[src/rtl/sonic_motion_anim_ctrl_pkg.sv]
// Shared types and widths for the player sprite animation sequencer.
// Optional double jump is enabled by defining SONIC_DOUBLE_JUMP_EN.
package sonic_anim_pkg;

    typedef enum logic [1:0] {
        IDLE = 2'd0,
        RUN  = 2'd1,
        JUMP = 2'd2
    } anim_state_t;

    localparam int unsigned ROW_IDLE = 0;
    localparam int unsigned ROW_RUN  = 1;
    localparam int unsigned ROW_JUMP = 2;

    localparam int unsigned IDX_W = 2;
    localparam int unsigned DIV_W = 4;
    localparam int unsigned OFS_W = 10;
    localparam int unsigned POS_W = 12;
    localparam int unsigned VEL_W = 8;

    // Clamp a signed height to the 0..1023 screen displacement range
    function automatic logic [OFS_W-1:0] sat_pos(input logic signed [POS_W-1:0] p);
        logic [OFS_W-1:0] r;
        if (p[POS_W-1]) begin
            r = '0;
        end else if (|p[POS_W-2:OFS_W]) begin
            r = '1;
        end else begin
            r = p[OFS_W-1:0];
        end
        return r;
    endfunction

endpackage

[src/rtl/sonic_motion_anim_ctrl_if.sv]
// Key inputs and sprite offset outputs of the animation sequencer.
interface sonic_motion_anim_ctrl_if;
    import sonic_anim_pkg::*;

    logic             frame_tick;
    logic             key_left;
    logic             key_right;
    logic             key_jump;
    logic [OFS_W-1:0] sprite_offset_x;
    logic [OFS_W-1:0] sprite_offset_y;
    logic [OFS_W-1:0] jump_pos_y;
    logic             facing_left;
    logic [1:0]       anim_state;

    modport master (
        output frame_tick, key_left, key_right, key_jump,
        input  sprite_offset_x, sprite_offset_y, jump_pos_y, facing_left, anim_state
    );

    modport slave (
        input  frame_tick, key_left, key_right, key_jump,
        output sprite_offset_x, sprite_offset_y, jump_pos_y, facing_left, anim_state
    );
endinterface

[src/rtl/sonic_motion_anim_ctrl_jump_physics.sv]
// Vertical jump integrator: height/velocity registers, landing detect and
// saturated screen displacement.
module sonic_jump_physics
    import sonic_anim_pkg::*;
#(
    parameter int JUMP_VEL = 12,
    parameter int GRAVITY  = 1
) (
    input  logic             vga_clk,
    input  logic             reset_n,
    input  logic             step,
    input  logic             launch,
    input  logic             reload,
    output logic             land_c,
    output logic [OFS_W-1:0] jump_pos_y
);

    logic signed [POS_W-1:0] pos_q, pos_n, pos_sum;
    logic signed [VEL_W-1:0] vel_q, vel_n;

    assign pos_sum = pos_q + POS_W'(vel_q);
    // Touchdown: falling and the next height would reach or pass the ground
    assign land_c  = step && vel_q[VEL_W-1] && (pos_sum[POS_W-1] || (pos_sum == '0));

    always_comb begin
        pos_n = pos_q;
        vel_n = vel_q;
        if (launch) begin
            pos_n = '0;
            vel_n = VEL_W'(JUMP_VEL);
        end else if (land_c) begin
            pos_n = '0;
            vel_n = '0;
        end else if (reload) begin
            vel_n = VEL_W'(JUMP_VEL);
        end else if (step) begin
            pos_n = pos_sum;
            vel_n = vel_q - VEL_W'(GRAVITY);
        end
    end

    always_ff @(posedge vga_clk or negedge reset_n) begin
        if (!reset_n) begin
            pos_q      <= '0;
            vel_q      <= '0;
            jump_pos_y <= '0;
        end else begin
            pos_q      <= pos_n;
            vel_q      <= vel_n;
            jump_pos_y <= sat_pos(pos_n);
        end
    end

endmodule

[src/rtl/sonic_motion_anim_ctrl.sv]
// Per-frame idle/run/jump sequencer producing sprite-sheet offsets, facing and
// jump height. Define SONIC_DOUBLE_JUMP_EN to allow one extra jump in the air.
module sonic_motion_anim_ctrl
    import sonic_anim_pkg::*;
#(
    parameter int unsigned FRAME_W  = 18,
    parameter int unsigned FRAME_H  = 32,
    parameter int          JUMP_VEL = 12,
    parameter int          GRAVITY  = 1,
    parameter int unsigned RUN_DIV  = 4,
    parameter int unsigned SPIN_DIV = 2
) (
    input logic                     vga_clk,
    input logic                     reset_n,
    sonic_motion_anim_ctrl_if.slave bus
);

    anim_state_t      state_q, state_n;
    logic [DIV_W-1:0] div_q, div_n;
    logic [IDX_W-1:0] idx_q, idx_n;
    logic             facing_q, facing_n;
    logic             key_jump_q;
    logic             jump_req_q, jump_req_n;
    logic [OFS_W-1:0] ofs_x_q, ofs_x_n;
    logic [OFS_W-1:0] ofs_y_q, ofs_y_n;
    logic             jump_edge, req, dir, step;
    logic             launch, reload, land_c, air_ok;
    logic [OFS_W-1:0] jump_pos_y;

    assign jump_edge = bus.key_jump && !key_jump_q;
    assign req       = jump_req_q || jump_edge;
    assign dir       = bus.key_left ^ bus.key_right;
    assign step      = bus.frame_tick && (state_q == JUMP);

`ifdef SONIC_DOUBLE_JUMP_EN
    logic air_jump_used_q;

    // One air jump per flight, re-armed on touchdown
    always_ff @(posedge vga_clk or negedge reset_n) begin
        if (!reset_n) begin
            air_jump_used_q <= 1'b0;
        end else if (land_c) begin
            air_jump_used_q <= 1'b0;
        end else if (reload) begin
            air_jump_used_q <= 1'b1;
        end
    end

    assign air_ok = !air_jump_used_q;
`else
    assign air_ok = 1'b0;
`endif

    always_comb begin
        state_n    = state_q;
        div_n      = div_q;
        idx_n      = idx_q;
        facing_n   = facing_q;
        jump_req_n = jump_req_q || jump_edge;
        launch     = 1'b0;
        reload     = 1'b0;

        if (bus.frame_tick) begin
            jump_req_n = 1'b0;
            if (bus.key_left && !bus.key_right) begin
                facing_n = 1'b1;
            end else if (bus.key_right && !bus.key_left) begin
                facing_n = 1'b0;
            end

            case (state_q)
                IDLE: begin
                    if (req) begin
                        state_n = JUMP;
                        launch  = 1'b1;
                        div_n   = '0;
                        idx_n   = '0;
                    end else if (dir) begin
                        state_n = RUN;
                        div_n   = '0;
                        idx_n   = '0;
                    end
                end
                RUN: begin
                    if (req) begin
                        state_n = JUMP;
                        launch  = 1'b1;
                        div_n   = '0;
                        idx_n   = '0;
                    end else if (!dir) begin
                        state_n = IDLE;
                        div_n   = '0;
                        idx_n   = '0;
                    end else if (div_q == DIV_W'(RUN_DIV - 1)) begin
                        div_n = '0;
                        idx_n = idx_q + IDX_W'(1);
                    end else begin
                        div_n = div_q + DIV_W'(1);
                    end
                end
                JUMP: begin
                    if (land_c) begin
                        state_n = dir ? RUN : IDLE;
                        div_n   = '0;
                        idx_n   = '0;
                    end else if (req && air_ok) begin
                        reload = 1'b1;
                        div_n  = '0;
                        idx_n  = '0;
                    end else if (div_q == DIV_W'(SPIN_DIV - 1)) begin
                        div_n = '0;
                        idx_n = idx_q + IDX_W'(1);
                    end else begin
                        div_n = div_q + DIV_W'(1);
                    end
                end
                default: begin
                    state_n = IDLE;
                    div_n   = '0;
                    idx_n   = '0;
                end
            endcase
        end

        // Sheet row follows the state, column follows the frame index
        ofs_x_n = '0;
        ofs_y_n = OFS_W'(ROW_IDLE * FRAME_H);
        case (state_n)
            RUN: begin
                ofs_x_n = OFS_W'(idx_n) * OFS_W'(FRAME_W);
                ofs_y_n = OFS_W'(ROW_RUN * FRAME_H);
            end
            JUMP: begin
                ofs_x_n = OFS_W'(idx_n) * OFS_W'(FRAME_W);
                ofs_y_n = OFS_W'(ROW_JUMP * FRAME_H);
            end
            default: ;
        endcase
    end

    always_ff @(posedge vga_clk or negedge reset_n) begin
        if (!reset_n) begin
            state_q    <= IDLE;
            div_q      <= '0;
            idx_q      <= '0;
            facing_q   <= 1'b0;
            key_jump_q <= 1'b0;
            jump_req_q <= 1'b0;
            ofs_x_q    <= '0;
            ofs_y_q    <= '0;
        end else begin
            state_q    <= state_n;
            div_q      <= div_n;
            idx_q      <= idx_n;
            facing_q   <= facing_n;
            key_jump_q <= bus.key_jump;
            jump_req_q <= jump_req_n;
            ofs_x_q    <= ofs_x_n;
            ofs_y_q    <= ofs_y_n;
        end
    end

    sonic_jump_physics #(
        .JUMP_VEL (JUMP_VEL),
        .GRAVITY  (GRAVITY)
    ) u_physics (
        .vga_clk    (vga_clk),
        .reset_n    (reset_n),
        .step       (step),
        .launch     (launch),
        .reload     (reload),
        .land_c     (land_c),
        .jump_pos_y (jump_pos_y)
    );

    assign bus.sprite_offset_x = ofs_x_q;
    assign bus.sprite_offset_y = ofs_y_q;
    assign bus.jump_pos_y      = jump_pos_y;
    assign bus.facing_left     = facing_q;
    assign bus.anim_state      = state_q;

endmodule

[src/flat_wrapper.sv]
// flat-port wrapper written by rule: the top's interface ports become plain ports
module sonic_motion_anim_ctrl_flat import sonic_anim_pkg::*;
#(
    parameter int unsigned FRAME_W  = 18,
    parameter int unsigned FRAME_H  = 32,
    parameter int          JUMP_VEL = 12,
    parameter int          GRAVITY  = 1,
    parameter int unsigned RUN_DIV  = 4,
    parameter int unsigned SPIN_DIV = 2
)
  (vga_clk, reset_n, bus_frame_tick, bus_key_left, bus_key_right, bus_key_jump, bus_sprite_offset_x, bus_sprite_offset_y, bus_jump_pos_y, bus_facing_left, bus_anim_state);
  sonic_motion_anim_ctrl_if bus_i ();
  input logic vga_clk;
  input logic reset_n;
  input wire logic [$bits(bus_i.frame_tick)-1:0] bus_frame_tick;
  input wire logic [$bits(bus_i.key_left)-1:0] bus_key_left;
  input wire logic [$bits(bus_i.key_right)-1:0] bus_key_right;
  input wire logic [$bits(bus_i.key_jump)-1:0] bus_key_jump;
  output wire logic [$bits(bus_i.sprite_offset_x)-1:0] bus_sprite_offset_x;
  output wire logic [$bits(bus_i.sprite_offset_y)-1:0] bus_sprite_offset_y;
  output wire logic [$bits(bus_i.jump_pos_y)-1:0] bus_jump_pos_y;
  output wire logic [$bits(bus_i.facing_left)-1:0] bus_facing_left;
  output wire logic [$bits(bus_i.anim_state)-1:0] bus_anim_state;
  assign bus_i.frame_tick = bus_frame_tick;
  assign bus_i.key_left = bus_key_left;
  assign bus_i.key_right = bus_key_right;
  assign bus_i.key_jump = bus_key_jump;
  assign bus_sprite_offset_x = bus_i.sprite_offset_x;
  assign bus_sprite_offset_y = bus_i.sprite_offset_y;
  assign bus_jump_pos_y = bus_i.jump_pos_y;
  assign bus_facing_left = bus_i.facing_left;
  assign bus_anim_state = bus_i.anim_state;
  sonic_motion_anim_ctrl #(.FRAME_W(FRAME_W), .FRAME_H(FRAME_H), .JUMP_VEL(JUMP_VEL), .GRAVITY(GRAVITY), .RUN_DIV(RUN_DIV), .SPIN_DIV(SPIN_DIV)) u_core (.vga_clk(vga_clk), .reset_n(reset_n), .bus(bus_i));
endmodule
[config.mk]
export PLATFORM = sky130hd
export DESIGN_NAME = sonic_motion_anim_ctrl_flat
export DESIGN_NICKNAME = d
export VERILOG_FILES = /design/src/rtl/sonic_motion_anim_ctrl_pkg.sv /design/src/rtl/sonic_motion_anim_ctrl_if.sv /design/src/rtl/sonic_motion_anim_ctrl_jump_physics.sv /design/src/rtl/sonic_motion_anim_ctrl.sv /design/src/flat_wrapper.sv
export SDC_FILE = /design/constraint.sdc
export NUM_CORES = 1
export LEC_CHECK = 0
export ABC_AREA = 1
export ABC_CLOCK_PERIOD_IN_PS = 2580
export CELL_PAD_IN_SITES_DETAIL_PLACEMENT = 1
export CELL_PAD_IN_SITES_GLOBAL_PLACEMENT = 1
export CORE_AREA = 4 4 122 78
export CTS_CLUSTER_DIAMETER = 200
export CTS_CLUSTER_SIZE = 28
export DETAILED_ROUTE_END_ITERATION = 7
export DIE_AREA = 0 0 126 82
export PLACE_DENSITY_LB_ADDON = 0.25
export SLEW_MARGIN = 5
export SYNTH_ARGS = -nofsm -noshare
export SYNTH_HDL_FRONTEND = slang
export SYNTH_SLANG_ARGS = --single-unit
[constraint.sdc]
create_clock -name vga_clk -period 2.58 [get_ports vga_clk]
set_input_delay 0.258 -clock vga_clk [delete_from_list [all_inputs] [get_ports vga_clk]]
set_output_delay 0.258 -clock vga_clk [all_outputs]
set_load 0.01 [all_outputs]
==> results of run 1 <==
-- path summary, 6_finish.rpt --
kind / to / cells past startpoint
hold / removal: u_core.bus.sprite_offset_y[6] / 1
setup / recovery: u_core.bus.sprite_offset_x[5] / 18
hold reg to reg: u_core.bus.facing_left / 1
min in group vga_clk: u_core.key_jump_q / 1
setup reg to reg: u_core.bus.sprite_offset_x[5] / 18
max in group asynchronous: u_core.u_physics.vel_q[7] / 1
-- power groups by stage --
stage	clock network, uW	logic, uW	registers [uW]
2_1_floorplan	0	1490	1100
4_1_cts	649	2730	1100
3_3_place_gp	0	2290	1090
6_report	619	2940	1100
5_1_grt	672	3260	1130
3_5_place_dp	0	2350	1100
-- metrics by stage --
stage | hold slack, ps | TNS [ps] | cells
floorplan | -37.6 | 0 | 401
global placement | 492 | -1460 | 547
detailed placement | 499 | -2810 | 547
CTS | 182 | -418 | 565
global route | 228 | -5040 | 566
finish | 126 | -464 | 566
-- layer usage --
layer  global-route usage (%)  up-vias  part of all wire [%]
met3                     3.90        8                   3.8
met4                     2.89        0                  0.58
met5                        0        -                     0
met1                     25.9     1306                    51
li1                         -     1330                     -
met2                     26.4       36                    45
-- worst register-to-register path, cell delays in order, from the launching register on --
cell	delay (ps)
dfrtp_1	350
ha_2	190
inv_2	40
fa_2	530
nand2_2	50
nor2_1	80
nand3_1	100
nor2_2	100
nand2_1	70
nor2_1	120
nand3_2	80
nand2_2	90
nand2_4	80
nand3_2	80
nand3_2	80
nand2_2	100
nand2_4	70
ha_4	250
a21oi_2	120
-- cell families after synthesis --
| logic type | after synthesis | share of synthesized area, % |
|---|---|---|
| AND/OR/NAND/NOR | 204 | 29.7 |
| buffers and inverters | 64 | 10.8 |
| flip-flops | 45 | 37.2 |
| AO/OA/AOI/OAI | 40 | 9.17 |
| adder cells (fa/ha/maj) | 21 | 8.93 |
| XOR/XNOR | 11 | 3.43 |
| multiplexers | 2 | 0.702 |
| other | 1 | 0.124 |
-- flip-flops by register name (all words and copies together) (netlist names) --
| register | cells |
|---|---|
| u_core.div_q | 4 |
| u_core.u_physics.vel_q | 8 |
| u_core.u_physics.pos_q | 12 |
| u_core.jump_req_q | 1 |
| u_core.bus.sprite_offset_y | 2 |
| u_core.bus.sprite_offset_x | 2 |
| u_core.bus.facing_left | 1 |
| u_core.key_jump_q | 1 |
| u_core.u_physics.jump_pos_y | 10 |
| u_core.idx_q | 2 |
| u_core.bus.anim_state | 2 |
-- cell usage in the layout (no fill, tap or decap), drive strengths merged, types with 2 or more instances in the layout --
master and n:
buf 44, inv 42, a22oi 3, nand3 32, o22ai 3, dfrtp 45, nand3b 2, conb 14
clkdlybuf4s50 23, nor3 3, a211oi 2, o21ai 7, nand2 108, nor2 56, a21oi 22, o211ai 2
or2 2, ha 20, clkbuf 6, xor2 10, clkinv 2
-- final cells by class --
| type | instances | share of cell area, % |
|---|---|---|
| clock buffers | 6 | 3.11 |
| clock inverters | 2 | 0.241 |
| inverters | 42 | 3.80 |
| multi-input cells | 292 | 46.6 |
| flip-flops and latches | 45 | 27.2 |
| well taps | 112 | 3.38 |
| repair buffers | 67 | 15.7 |
-- repair_timing --
action,CTS,global route
gates resized for setup,44,38
setup endpoints to repair,24,42
gates cloned,1,0
hold buffers,0,0
pin swaps,22,22
setup buffers,9,3
==> reports/qor_table.md, run 1 <==
| Step | Result | This run |
|---|---|---|
| detailed routing | Detailed-router iteration count before antenna repair | 4 |
| yosys | Mapped Area | 0.00303 sq mm |
| hold path | Worst Hold Class | input pin to async pin |
| layout | Diodes inserted | 0 |
| critical path | Crit path from | u_core.u_physics.pos_q[0] |
| critical path | Crit-path cells | ha_2 -> inv_2 -> fa_2 -> nand2_2 -> nor2_1 -> nand3_1 -> nor2_2 -> nand2_1 -> nor2_1 -> nand3_2 -> nand2_2 -> nand2_4 -> nand3_2 -> nand3_2 -> nand2_2 -> nand2_4 -> ha_4 -> a21oi_2 |
| timing | Count of final max-slew check failures | 0 |
| yosys | Number of warnings issued by yosys | 0 |
| detailed routing | Average vias per placed instance | 4.73 |
| placement | Post-DP HPWL | 6400 um |
| detailed routing | Wire length after detailed routing | 8810 um |
| critical path | CP Buf/Inv Count | 1 |
| yosys | Avg Inst Size Synth | 7.80 sq um |
| yosys | Most used standard cell by instance count after synthesis | nand2_1 |
| detailed routing | DR DRC count | 0 |
| global routing | Global route overflow | 0 |
| global routing | Via count of the first global-routing pass | 2802 |
| critical path | Largest incremental delay on the critical path | 530 ps |
| timing | Clock period minus final worst setup slack | 2660 ps |
| global routing | Antenna violations before repair | 0 |
| floorplan | Initial cell density of the core | 36.4% |
| floorplan | Boundary Pins | 39 |
| global routing | Global-route wire length before repair | 14400 um |
| yosys | Library cell with the largest summed area after synthesis | dfrtp_1 |
| outcome | Violations in the final reports | setup timing |
| clocking | CTS tree | done |
| timing | Final critical-path share of the clock period | 103% |
| critical path | Slowest library cell on the worst path | fa_2 |
| floorplan | Die width | 126 um |
| power and ir drop | Power, Total | 4660 uW |
| critical path | Worst path required time | 2800 ps |
| timing | Final hold violation count | 0 |
| yosys | Number of cells produced by synthesis | 388 |
| layout | Area of all placed cells without fillers | 0.00415 sq mm |
| detailed routing | Count of routing violations after the opening detailed-route iteration | 90 |
| layout | Growth of design area from synthesis to finish | 37.0% |
| power and ir drop | Part of the total power dissipated in combinational logic | 63.1% |
| detailed routing | Final routed wire length divided by cell count | 15.6 um |
| floorplan | Floorplan row count | 26 |
| layout | Final core utilization | 49.8% |
| floorplan | Die height | 82 um |
| yosys | Number of synthesized flops with an enable pin | 0 |
| outcome | Outcome | complete, but fails checks |
| timing | Slew at the pin with the worst max-slew slack | 1020 ps |
| layout | Ratio of cells with drive above 1 in the final layout | 29.3% |
| floorplan | Die area | 0.0103 sq mm |
| critical path | Setup slack, reg-to-reg | -80 ps |
| power and ir drop | Part of the power in registers | 23.7% |
| placement | Global placer's final weighted congestion | 0.768 |
| layout | Fill cell total of the finished layout | 1021 |
| global routing | GRT Overall Usage | 17.4% |
| timing | Maximum clock skew at final layout | 7.56 ps |
| layout | Storage cell area | 0.00113 sq mm |
| critical path | Startpoint of the most critical register-to-register path | u_core.u_physics.pos_q[0] |
| clocking | Clock tree root buffer cell | clkbuf_16 |
| floorplan | Core area | 0.00833 sq mm |
| placement | Standard cell area after detailed placement | 0.00356 sq mm |
| job | Maximum capacitance violations | 0 |
| yosys | Share of Yosys cell area claimed by the top area cell type | 37.2% |
| clocking | Clock transition at the register clock pins on the worst setup and hold paths after CTS | 60 ps |
| timing | Crit path setup slack, layout | -84.1 ps |
| clocking | CTS HTree Levels | 2 |
| power and ir drop | Switching share of total power | 43.9% |
| critical path | Crit. End Element | flop |
| yosys | Count of different cell masters after synthesis | 38 |
| critical path | Worst Setup Start Kind | flop |
| timing | Highest clock frequency the design can meet | 0.375 GHz |
| power and ir drop | Worst vdd rail ir drop | 535 uV |
| yosys | Proportion of synthesized flip-flops having asynchronous set or reset | 100% |
| timing | Slew headroom | 31.8% |
| critical path | Arrival time reported for the critical path endpoint | 2880 ps |
| clocking | Latest clock arrival within the worst-skew pair | 290 ps |
| clocking | Maximum count of clock buffers along a single path | 2 |
| yosys | Post-synthesis sequential area ratio | 37.2% |
| global routing | Largest net degree at the start of global routing | 46 |
| placement | Total of buffers placed on input and output ports | 24 |
| timing | RSZ-0062 raised after global routing | true |
| detailed routing | Count of nets left with antenna violations after detail routing | 0 |
| critical path | Startpoint-to-endpoint class of the critical path | flop to flop |
| yosys | FF+latch count, synth | 45 |
| placement | Setup slack after placement | -308 ps |
| power and ir drop | Cell area power density | 1120 mW/mm^2 |
| power and ir drop | Internal Power | 2610 uW |
| yosys | Dominant synthesized flop cell | dfrtp_1 |
| layout | Final nets | 480 |
| clocking | TritonCTS buffer count | 5 |
| power and ir drop | Switching power of the nets | 2050 uW |
| clocking | TritonCTS Sinks | 45 |
| timing | # setup viols final | 15 |
| power and ir drop | Static power due to leakage | 0.00201 uW |
| yosys | Dominant cells by area after synthesis | dfrtp_1 (37%), nand2_1 (13%), ha_1 (8.3%) |
| yosys | Ranking of synthesized cells by instance count | nand2_1 (102), dfrtp_1 (45), nor2_1 (44), inv_1 (40), nand3_1 (32) |
| critical path | Crit path max fanout | 4 |
| critical path | Worst path top cell family by delay | simple AND/OR/NAND/NOR gates |
| power and ir drop | Proportion of power drawn by the clock network | 13.3% |
| detailed routing | Total vias in the final route | 2680 |
| layout | Multi-input combinational cell area | 0.00193 sq mm |
(Power assumes the default switching activity.)
==> run 2, diff against run 1 <==
Settings changed: CAP_MARGIN from default to 15.
==> results of run 2 <==
No change in the layout: final DEF, timing and power equal those of run 1.
==> run 3, diff against run 2 <==
Settings changed: CORE_AREA 4 4 122 78 to 4 4 133 71, DIE_AREA 0 0 126 82 to 0 0 137 75.
==> reports/qor_table.md, run 3 (synthesis results as in run 1) <==
| Step | Result | This run |
|---|---|---|
| timing | Final hold violation count | 0 |
| critical path | Crit-path cells | ha_4 -> buf_4 -> buf_4 -> nand2_1 -> nand2_1 -> nand3_1 -> nand2_2 -> a21oi_4 -> xor2_2 -> nand2_4 -> nand2_4 -> buf_12 -> nand2_8 -> a21oi_4 -> clkbuf_16 -> nor2_2 -> nor2_2 |
| global routing | Via count of the first global-routing pass | 2837 |
| floorplan | Die width | 137 um |
| placement | Total of buffers placed on input and output ports | 24 |
| placement | Global placer's final weighted congestion | 0.897 |
| clocking | Maximum count of clock buffers along a single path | 2 |
| floorplan | Core area | 0.00841 sq mm |
| detailed routing | Total vias in the final route | 2791 |
| power and ir drop | Switching power of the nets | 2160 uW |
| critical path | Startpoint-to-endpoint class of the critical path | flop to flop |
| global routing | Antenna violations before repair | 0 |
| layout | Fill cell total of the finished layout | 1023 |
| clocking | Total of hold buffers inserted after clock tree synthesis | 0 |
| floorplan | Floorplan row count | 24 |
| clocking | TritonCTS Sinks | 45 |
| layout | Flip-flop count of the largest register after layout | 12 |
| layout | Register with the highest flop count | u_core.u_physics.pos_q |
| clocking | Latest clock arrival within the worst-skew pair | 290 ps |
| global routing | Global-route wire length before repair | 15300 um |
| critical path | Slowest library cell on the worst path | dfrtp_1 |
| global routing | GRT Overall Usage | 19.6% |
| critical path | Arrival time reported for the critical path endpoint | 3020 ps |
| floorplan | Initial cell density of the core | 36.0% |
| clocking | CTS tree | done |
| timing | Clock period minus final worst setup slack | 2800 ps |
| layout | Final core utilization | 50.0% |
| detailed routing | Final routed wire length divided by cell count | 17.2 um |
| layout | Diodes inserted | 0 |
| timing | Final critical-path share of the clock period | 108% |
| detailed routing | DR DRC count | 0 |
| outcome | Violations in the final reports | setup timing |
| detailed routing | Wire length after detailed routing | 9980 um |
| outcome | Outcome | complete, but fails checks |
| clocking | TritonCTS buffer count | 5 |
| detailed routing | Average vias per placed instance | 4.80 |
| power and ir drop | Cell area power density | 1180 mW/mm^2 |
| layout | Biggest regs | u_core.u_physics.pos_q x12, u_core.u_physics.jump_pos_y x10, u_core.u_physics.vel_q x8 |
| layout | Most common cell after layout, fill and taps aside | nand2_1 |
| layout | Cell Count, Final, Fillers Out | 581 |
| critical path | Crit path max fanout | 8 |
| timing | Count of final max-slew check failures | 0 |
| detailed routing | Detailed-router iteration count before antenna repair | 4 |
| timing | Crit path setup slack, layout | -216 ps |
| layout | Commonest cells after routing, fill and taps aside | nand2_1 (92), buf_4 (45), dfrtp_1 (44) |
| critical path | Worst Setup Start Kind | flop |
| critical path | Largest incremental delay on the critical path | 410 ps |
| power and ir drop | Worst vdd rail ir drop | 444 uV |
| placement | Post-DP HPWL | 6810 um |
| job | Maximum capacitance violations | 0 |
| timing | Maximum clock skew at final layout | 6.25 ps |
| power and ir drop | Internal Power | 2770 uW |
| global routing | Global route overflow | 0 |
| hold path | Worst Hold Class | input pin to async pin |
| critical path | Crit. End Element | flop |
| floorplan | Die area | 0.0103 sq mm |
| critical path | CP Buf/Inv Count | 4 |
| timing | Worst hold slack | 148 ps |
| power and ir drop | Part of the total power dissipated in combinational logic | 62.4% |
| critical path | Worst path top cell family by delay | simple AND/OR/NAND/NOR gates |
| clocking | Clock tree root buffer cell | clkbuf_16 |
| detailed routing | Count of routing violations after the opening detailed-route iteration | 127 |
| clocking | CTS HTree Levels | 2 |
| floorplan | Boundary Pins | 39 |
| timing | # setup viols final | 34 |
| layout | Final nets | 490 |
| layout | Ratio of cells with drive above 1 in the final layout | 30.0% |
| placement | Inst Count DP | 558 |
| layout | Growth of design area from synthesis to finish | 38.7% |
| power and ir drop | Switching share of total power | 43.8% |
| floorplan | Die height | 75 um |
| power and ir drop | Part of the power in registers | 22.2% |
| clocking | Clock transition at the register clock pins on the worst setup and hold paths after CTS | 60 ps |
| power and ir drop | Proportion of power drawn by the clock network | 15.4% |
| critical path | Worst path required time | 2810 ps |
| power and ir drop | Static power due to leakage | 0.00207 uW |
| global routing | Largest net degree at the start of global routing | 46 |
| power and ir drop | Power, Total | 4940 uW |
| timing | RSZ-0062 raised after global routing | true |
| timing | Slew headroom | 30.3% |
| timing | Highest clock frequency the design can meet | 0.358 GHz |
| timing | Slew at the pin with the worst max-slew slack | 1050 ps |
| detailed routing | Count of nets left with antenna violations after detail routing | 0 |
## run 3: changes by cell type in the layout (fill, tap and decap cells not counted), moves of 2 or more
cell,change
clkinv_2,-2
buf_6,-2
buf_12,-2
a21oi_4,-2
nor2_1,+3
ha_1,+2
nor2_2,-2
a21oi_1,+2
buf_4,+13
## run 3: area by class of cell
class | count | area (sq um) | area share, %
inverters | 42 | 158 | 3.75
multi-input cells | 292 | 1900 | 45.2
clock inverters | 1 | 30.0 | 0.715
flip-flops and latches | 45 | 1130 | 26.8
repair buffers | 77 | 698 | 16.6
well taps | 117 | 146 | 3.49
clock buffers | 7 | 143 | 3.40
## run 3: through the flow
| step | worst slack (ps) | cell area [sq um] | TNS [ps] |
|---|---|---|---|
| after global routing | -372 | 4200 | -9590 |
| after CTS | -152 | 4030 | -1700 |
| after detailed placement | -292 | 3570 | -2770 |
| after global placement | -140 | 3570 | -1030 |
| final | -216 | 4200 | -3360 |
| after floorplan | 41.7 | 3080 | 0 |
## run 3: worst paths after layout
check,from,to,slack (ps),cells after the start
max reg2reg,u_core.u_physics.pos_q[0],u_core.u_physics.jump_pos_y[5],-220,17
min in group vga_clk,bus_key_jump,u_core.key_jump_q,450,1
min,reset_n,u_core.key_jump_q,150,1
max,u_core.u_physics.pos_q[0],u_core.u_physics.jump_pos_y[5],-220,17
min reg2reg,u_core.bus.facing_left,u_core.bus.facing_left,530,1
max in group asynchronous,reset_n,u_core.u_physics.vel_q[7],1730,1
## run 3: worst register-to-register path, cell delays in order, from the launching register on
cell and delay (ps):
dfrtp_1 410, ha_4 180, buf_4 120, buf_4 140
nand2_1 50, nand2_1 100, nand3_1 190, nand2_2 110
a21oi_4 150, xor2_2 260, nand2_4 110, nand2_4 120
buf_12 120, nand2_8 80, a21oi_4 260, clkbuf_16 230
nor2_2 40, nor2_2 70
## run 3: power groups by stage
stage                     Combinational (uW)  Clock [uW]  Sequential (uW)
after floorplan                         1490           0             1100
after detailed placement                2390           0             1090
after CTS                               2820         773             1080
final                                   3080         761             1100
after global routing                    3380         813             1120
after global placement                  2340           0             1070
## run 3: repair_timing
action                                  CTS  global route
endpoints found under the setup margin   23            42
setup buffers                            11             6
resized for setup                        42            36
gates cloned                              1             0
pin swaps                                12            33
## run 3: per-layer routing
layer	routed length [um]	track usage, %	vias up
met3	496	3.60	12
met4	106	3.98	0
li1	-	-	1354
met1	5010	30.3	1364
met2	4370	28.7	61
met5	0	0	-
